--- src/rtl/pipeline2_decode.sv ---
// Instruction-decode stage: field split, 16-entry register file, load-use stall, ID/EX register.
// Optional write-first read bypass from write-back is enabled by defining DECODE_BYPASS_EN.
module pipeline2_decode #(
  parameter int INSTR_WIDTH = 32,
  parameter int PC_WIDTH    = 16,
  parameter int DATA_WIDTH  = 16,
  parameter logic [5:0] OP_NOP  = 6'h00,
  parameter logic [5:0] OP_LOAD = 6'h20
) (
  input  logic                   clk_in,
  input  logic                   RST,
  input  logic [INSTR_WIDTH-1:0] instr,
  input  logic [PC_WIDTH-1:0]    pc_in,
  input  logic                   flush,
  input  logic                   wb_en,
  input  logic [3:0]             wb_addr,
  input  logic [DATA_WIDTH-1:0]  wb_data,
  output logic                   stall,
  output logic                   valid_out,
  output logic [PC_WIDTH-1:0]    pc_out,
  output logic [5:0]             opcode_out,
  output logic [3:0]             rd_out,
  output logic [DATA_WIDTH-1:0]  rs_data,
  output logic [DATA_WIDTH-1:0]  rt_data,
  output logic [DATA_WIDTH-1:0]  imm_out,
  output logic                   mem_rd_out
);

  logic [5:0]            opcode;
  logic [3:0]            rd, rs, rt;
  logic [DATA_WIDTH-1:0] imm_ext;

  assign opcode  = instr[31:26];
  assign rd      = instr[25:22];
  assign rs      = instr[21:18];
  assign rt      = instr[17:14];
  assign imm_ext = {{(DATA_WIDTH-14){instr[13]}}, instr[13:0]};

  logic [DATA_WIDTH-1:0] regs_q [16];
  logic [DATA_WIDTH-1:0] regs_d [16];
  logic                  wb_hit;

  assign wb_hit = wb_en & (wb_addr != 4'd0);

  always_comb begin
    for (int i = 0; i < 16; i++) begin
      regs_d[i] = regs_q[i];
    end
    if (wb_hit) begin
      regs_d[wb_addr] = wb_data;
    end
    regs_d[0] = '0;
  end

  logic [DATA_WIDTH-1:0] rs_val, rt_val;

  always_comb begin
    rs_val = (rs == 4'd0) ? '0 : regs_q[rs];
    rt_val = (rt == 4'd0) ? '0 : regs_q[rt];
`ifdef DECODE_BYPASS_EN
    if (wb_hit && (wb_addr == rs)) rs_val = wb_data;
    if (wb_hit && (wb_addr == rt)) rt_val = wb_data;
`endif
  end

  logic                  valid_q, valid_d;
  logic [PC_WIDTH-1:0]   pc_q, pc_d;
  logic [5:0]            opcode_q, opcode_d;
  logic [3:0]            rd_q, rd_d;
  logic [DATA_WIDTH-1:0] rs_data_q, rs_data_d;
  logic [DATA_WIDTH-1:0] rt_data_q, rt_data_d;
  logic [DATA_WIDTH-1:0] imm_q, imm_d;
  logic                  mem_rd_q, mem_rd_d;

  // A load in ID/EX whose destination feeds this instruction must wait one cycle.
  assign stall = valid_q & mem_rd_q & (rd_q != 4'd0) & ((rd_q == rs) | (rd_q == rt))
                 & (opcode != OP_NOP) & ~flush;

  always_comb begin
    valid_d   = (opcode != OP_NOP);
    pc_d      = pc_in;
    opcode_d  = opcode;
    rd_d      = rd;
    rs_data_d = rs_val;
    rt_data_d = rt_val;
    imm_d     = imm_ext;
    mem_rd_d  = (opcode == OP_LOAD);
    if (flush || stall) begin
      valid_d   = 1'b0;
      pc_d      = '0;
      opcode_d  = OP_NOP;
      rd_d      = '0;
      rs_data_d = '0;
      rt_data_d = '0;
      imm_d     = '0;
      mem_rd_d  = 1'b0;
    end
  end

  always_ff @(posedge clk_in) begin
    if (RST) begin
      valid_q   <= 1'b0;
      pc_q      <= '0;
      opcode_q  <= '0;
      rd_q      <= '0;
      rs_data_q <= '0;
      rt_data_q <= '0;
      imm_q     <= '0;
      mem_rd_q  <= 1'b0;
      for (int i = 0; i < 16; i++) begin
        regs_q[i] <= '0;
      end
    end else begin
      valid_q   <= valid_d;
      pc_q      <= pc_d;
      opcode_q  <= opcode_d;
      rd_q      <= rd_d;
      rs_data_q <= rs_data_d;
      rt_data_q <= rt_data_d;
      imm_q     <= imm_d;
      mem_rd_q  <= mem_rd_d;
      for (int i = 0; i < 16; i++) begin
        regs_q[i] <= regs_d[i];
      end
    end
  end

  assign valid_out  = valid_q;
  assign pc_out     = pc_q;
  assign opcode_out = opcode_q;
  assign rd_out     = rd_q;
  assign rs_data    = rs_data_q;
  assign rt_data    = rt_data_q;
  assign imm_out    = imm_q;
  assign mem_rd_out = mem_rd_q;

endmodule

--- config.mk ---
export PLATFORM = sky130hd
export DESIGN_NAME = pipeline2_decode
export DESIGN_NICKNAME = d
export VERILOG_FILES = /design/src/rtl/pipeline2_decode.sv
export SDC_FILE = /design/constraint.sdc
export NUM_CORES = 1
export LEC_CHECK = 0
export ABC_CLOCK_PERIOD_IN_PS = 3100
export BUFFER_PORTS_ARGS = -buffer_cell sky130_fd_sc_hd__buf_2
export CORE_UTILIZATION = 40
export CTS_BUF_LIST = sky130_fd_sc_hd__clkbuf_4
export DETAILED_ROUTE_END_ITERATION = 12
export PLACE_DENSITY = 0.59
export SYNTH_ARGS = -nofsm -noshare
export SYNTH_HDL_FRONTEND = slang
export SYNTH_SLANG_ARGS = --single-unit
--- constraint.sdc ---
create_clock -name clk_in -period 3.1 [get_ports clk_in]
set_input_delay 0.155 -clock clk_in [delete_from_list [all_inputs] [get_ports clk_in]]
set_output_delay 0.155 -clock clk_in [all_outputs]
set_load 0.005 [all_outputs]
After elaboration in Yosys (flattened, before gate mapping)
Memories as Yosys holds them, arrays and structs flattened. A register that Yosys moved wholly into a read port is not among the register bits.
Cells that the tools add are included.
{"block": "totals", "latchBits": 0, "regBits": 42, "out_inout_bits": 77, "mem_count": 1, "input_bits": 72, "mem_bits_ro": 0, "ram_bits": 256}
{"block": "op_classes", "n_shift": 0, "magnitude_cmp": 2, "muxes": 23, "reduce_logical": 10, "n_mul": 0, "bitwise": 25, "div_mod_pow": 0, "n_eq_ne": 3, "add_sub_neg": 0}
{"memory": "regs_q", "words": 16, "width": 16, "rd": 18, "rd_clocked_by_memory_dff": 2, "wr": 16, "line": "39", "rtl": "logic [DATA_WIDTH-1:0] regs_q [16];"}
{"operator": "$mux 16", "n": 17}
{"operator": "$bwmux 256", "n": 1}
{"operator": "$mux 240", "n": 1}
{"operator": "$demux 16 s4", "n": 1}
{"operator": "$or 1x1->1", "n": 17}
{"operator": "$eq 4x4->1", "n": 2}
{"operator": "$logic_not 4->1", "n": 2}
{"operator": "$reduce_bool 4->1", "n": 2}
{"operator": "$and 1x1->1", "n": 6}
{"operator": "$eq 6x6->1 const B", "n": 1}
{"operator": "$reduce_bool 6->1", "n": 1}
{"operator": "$reduce_or 3->1", "n": 2}
{"operator": "$ge 5x5->1 const B", "n": 1}
{"operator": "$lt 5x1->1 const B", "n": 1}
{"operator": "$not 4->5", "n": 1}
{"operator": "$mux 1", "n": 3}
{"operator": "$reduce_or 2->1", "n": 1}
{"operator": "$logic_and 1x1->1", "n": 1}
{"operator": "$logic_or 1x1->1", "n": 1}
{"operator": "$not 1->1", "n": 1}

Depth between registers and ports, before layout
{"block": "logic_depth", "depth_word": 8, "mapped_depth": 8, "ltp_nobuf": 5}

Worst setup path after synthesis
No wires, ideal clock.
{"block": "synth_timing", "path_type": "register to register", "start": "register rd_q[0], in the netlist rd_out[0]", "end": "register imm_q[0], in the netlist imm_out[0]", "t_required_ns": 3.041, "n_path_buf": 1, "arrival_time_ns": 1.450, "setup_time_ns": 0.059, "path_stages_with_launch": 6, "setup_slack_ns": 1.591, "cell_sequence": "dfxtp_1 > or4_1 > nand3_1 > o21a_2 > buf_4 > and2_1"}
{"block": "synth_via", "elab_chain_len": 7, "word_cells_on_any_way": 10}
{"element": "start: declaration", "line": "69", "rtl": "logic [3:0] rd_q, rd_d;"}
{"element": "start signal: assignment", "line": "117", "rtl": "rd_q <= rd_d;"}
{"element": "$eq 4x4->1 or $reduce_bool 4->1 (tied branches)", "line": "76", "rtl": "assign stall = valid_q & mem_rd_q & (rd_q != 4'd0) & ((rd_q == rs) | (rd_q == rt))"}
{"element": "$or 1x1->1 or $and 1x1->1 (tied branches)", "line": "76"}
{"element": "$and 1x1->1 (*)", "line": "76"}
{"element": "$and 1x1->1 (*) (2 in series)", "line": "77", "rtl": "& (opcode != OP_NOP) & ~flush;"}
{"element": "$logic_or 1x1->1 (*)", "line": "88", "rtl": "if (flush || stall) begin"}
{"element": "$reduce_or 2->1 (no line) (*)"}
{"element": "end signal: assignment", "line": "120", "rtl": "imm_q <= imm_d;"}
{"element": "end: declaration", "line": "72", "rtl": "logic [DATA_WIDTH-1:0] imm_q, imm_d;"}
Every way passes the cells marked *; elsewhere a longest branch is shown, timed or not.
A chain may end at the register's enable or synchronous reset.

Worst setup path in the final report
{"block": "layout_timing", "start": "register rd_q[2], in the netlist rd_out[2]", "end": "output port stall"}
{"block": "layout_via", "elab_chain_len": 5, "word_cells_on_any_way": 8}
{"element": "$eq 4x4->1 or $reduce_bool 4->1 (tied branches)", "line": "76"}
{"element": "$or 1x1->1 or $and 1x1->1 (tied branches)", "line": "76"}
{"element": "$and 1x1->1 (*)", "line": "76"}
{"element": "$and 1x1->1 (*) (2 in series)", "line": "77"}
{"element": "end: declaration", "line": "18", "rtl": "output logic stall,"}
Marked as above.

==> results.tsv <==
metric	value	unit
most common cell in the netlist	nand2_1	
reg2reg start	rd_out[2]	
Final Hold Viols	0	
Hold Path Stages	5	
gr usage total	28.6	%
# setup viols final	0	
DRC	0	
Sink Count	314	
Data arrival, critical path	2370	ps
die area	0.0360	mm²
largest net degree at the start of global routing	133	
R2R Setup Slk	640	ps
Setup Fix Bufs, Post-CTS	0	
Hold Path End	rs_data[14]	
core area	0.0346	mm²
Clock Skews	46.4	ps
worst-margin pin slew	1160	ps
CTS buffer count	87	
Critical Path RT	2940	ps
I/O pin total	149	
first drt pass iteration count	7	
FF+latch count, synth	314	
syn avg cell area	8.90	µm²
Final period util	81.3	%
Static Leak	6.32	nW
YS warnings	0	
Detailed Route WL	51.6	mm
fin nets	1864	
EDFF count, synth	0	
Post-synth top cells	nand2_1, dfxtp_1, a21oi_1, clkbuf_1, mux4_2	
Max FO, Critical Path	4	
crit path max-delay cell type	nor3_1	
root buffer cell	clkbuf_4	
dominant synthesized flop cell	dfxtp_1	
critical path class	reg2out	
vias in the first global route	12700	
Worst Reg-to-Reg Cells	7	
MaxCap Viol Count	0	
status	finished, final reports clean	
minimum clock period	2520	ps
height of the die	190	µm
Post-Syn Nets	1658	
sequential fraction of the synthesis area	44.5	%
Overflow after GRT	0	
Synth area leaders	dfxtp_1, nand2_1, mux4_2, a21oi_1, mux2i_1	
post_cts resized	0	
Tot Pwr	8.78	mW
unrepaired setup endpoints after global routing	no	
Layout area overhead	19.8	%
hold buffer count at CTS	62	
synth unique cells	39	
num rows	68	
Vias	13100	
TNS Setup	0	ps
CTS Buffer Depth	3	
routed length per instance	22.3	µm
crit-path max cell delay	450	ps
Critical Path End Type	output port	
share of post-route cells with drive strength above 1	22.6	%
GPL Wtd Cong	0.877	
Netlist Area Pre-Place	0.0141	mm²
VDD IR-drop max	263	µV
H-tree depth	3	
TritonCTS clock tree	built	
leading area contributor after synthesis	dfxtp_1	
Port Buffers	148	
drt initial violations	1242	
Max Slew Vio Count	0	
pwr dens	520	mW/mm²
antenna violations before repair	3	
number of routed nets with antenna violations	0	
Tightest Hold Check Type	in2reg	
vias per cell	5.67	
worst path cell trace	xnor2_1, nand4_1, a21o_2, nor3_1, buf_2	
starting density of the core	40.8	%
share of the synthesized area in the top cell type	44.5	%
clk_lat worst skew	770	ps
Worst-path clk slew	70	ps
hpwl dp	31.3	mm
Worst R2R End	rs_data[12]	
global-route wire length before repair	77.5	mm
Slew HR	22.2	%
Die X	190	µm
asr flop ratio synth	0	%
Syn Inst Count	1586	
critical path launch point type	flip-flop	
worst hold start	flush	
Peak Freq	0.397	GHz
## layout by cell type, fill, tap and decap left out, types with 48 or more instances in the layout
cell type	n
buf_2	144
clkbuf_4	132
a21oi_1	242
nand2_1	498
dfxtp_1	314
nor2_1	48
a221oi_1	61
mux2i_1	58
mux4_2	67
dlygate4sd3_1	62
## cells by family (layout without fill, tap and decap cells)
family / Yosys count / count (layout) / share of synthesized area, %
AO/OA/AOI/OAI: 340 / 340 / 14.6
XOR/XNOR: 8 / 8 / 0.497
buffers and inverters: 135 / 408 / 4.42
flip-flops: 314 / 314 / 44.5
multiplexers: 159 / 159 / 17.5
other: 0 / 2 / 0
AND/OR/NAND/NOR: 630 / 630 / 18.4
## per-layer routing
layer / GRT usage [%] / share of wire [%]
met5: 0 / 0.021
met4: 13.7 / 4.1
met3: 6.31 / 9.1
met2: 45.0 / 46
met1: 37.2 / 41
## flip-flops by register name, summed over array words and instances (netlist names)
name	cells
regs_q	240
pc_out	16
opcode_out	6
mem_rd_out	1
rt_data	16
rd_out	4
valid_out	1
imm_out	14
rs_data	16
## critical path, delay by kind of cell, from the launching register on
| kind | cells | cell delay [ps] |
|---|---|---|
| AND/OR/NAND/NOR | 2 | 560 |
| buffers and inverters | 1 | 220 |
| flip-flops | 1 | 410 |
| AO/OA/AOI/OAI | 1 | 280 |
| XOR/XNOR | 1 | 150 |
## worst max-delay path by stage
stage               from         end  slack (ps)  cells after the start
6_report       rd_out[2]       stall         580                      5
5_1_grt        rd_out[3]       stall         390                      5
4_1_cts        rd_out[3]       stall         620                      5
3_5_place_dp   instr[14]  rt_data[2]         910                      6
3_3_place_gp   instr[14]  rt_data[2]         950                      6
2_1_floorplan  rd_out[0]  imm_out[0]        1590                      5
## area by class of cell
type                    instances  area [µm²]
diodes                          2        5.00
clock buffers                 132         991
clock inverters                24         118
fillers                      3337       17700
inverters                       2        7.51
multi-input cells            1137        7210
flip-flops and latches        314        6290
well taps                     455         569
repair buffers                250        1710
## where the power goes
part	switching [mW]	total [mW]	internal (mW)	leakage, nW
combinational	0.505	0.825	0.320	3.12
clock	1.78	3.80	2.02	0.665
sequential	0.0488	4.16	4.11	2.54
total	2.33	8.78	6.45	6.32
## stage by stage
stage	utilization [%]	area [µm²]	hold WS [ps]	std cells	setup WS, ps
floorplan	-	14100	277	1586	1590
global placement	43.8	15200	356	2096	948
detailed placement	43.8	15200	358	2096	908
CTS	48.8	16900	5.70	2314	621
global route	48.8	16900	45.4	2316	389
finish	48.8	16900	61.9	2316	578
No activity file was read; power rests on OpenSTA's default activity.
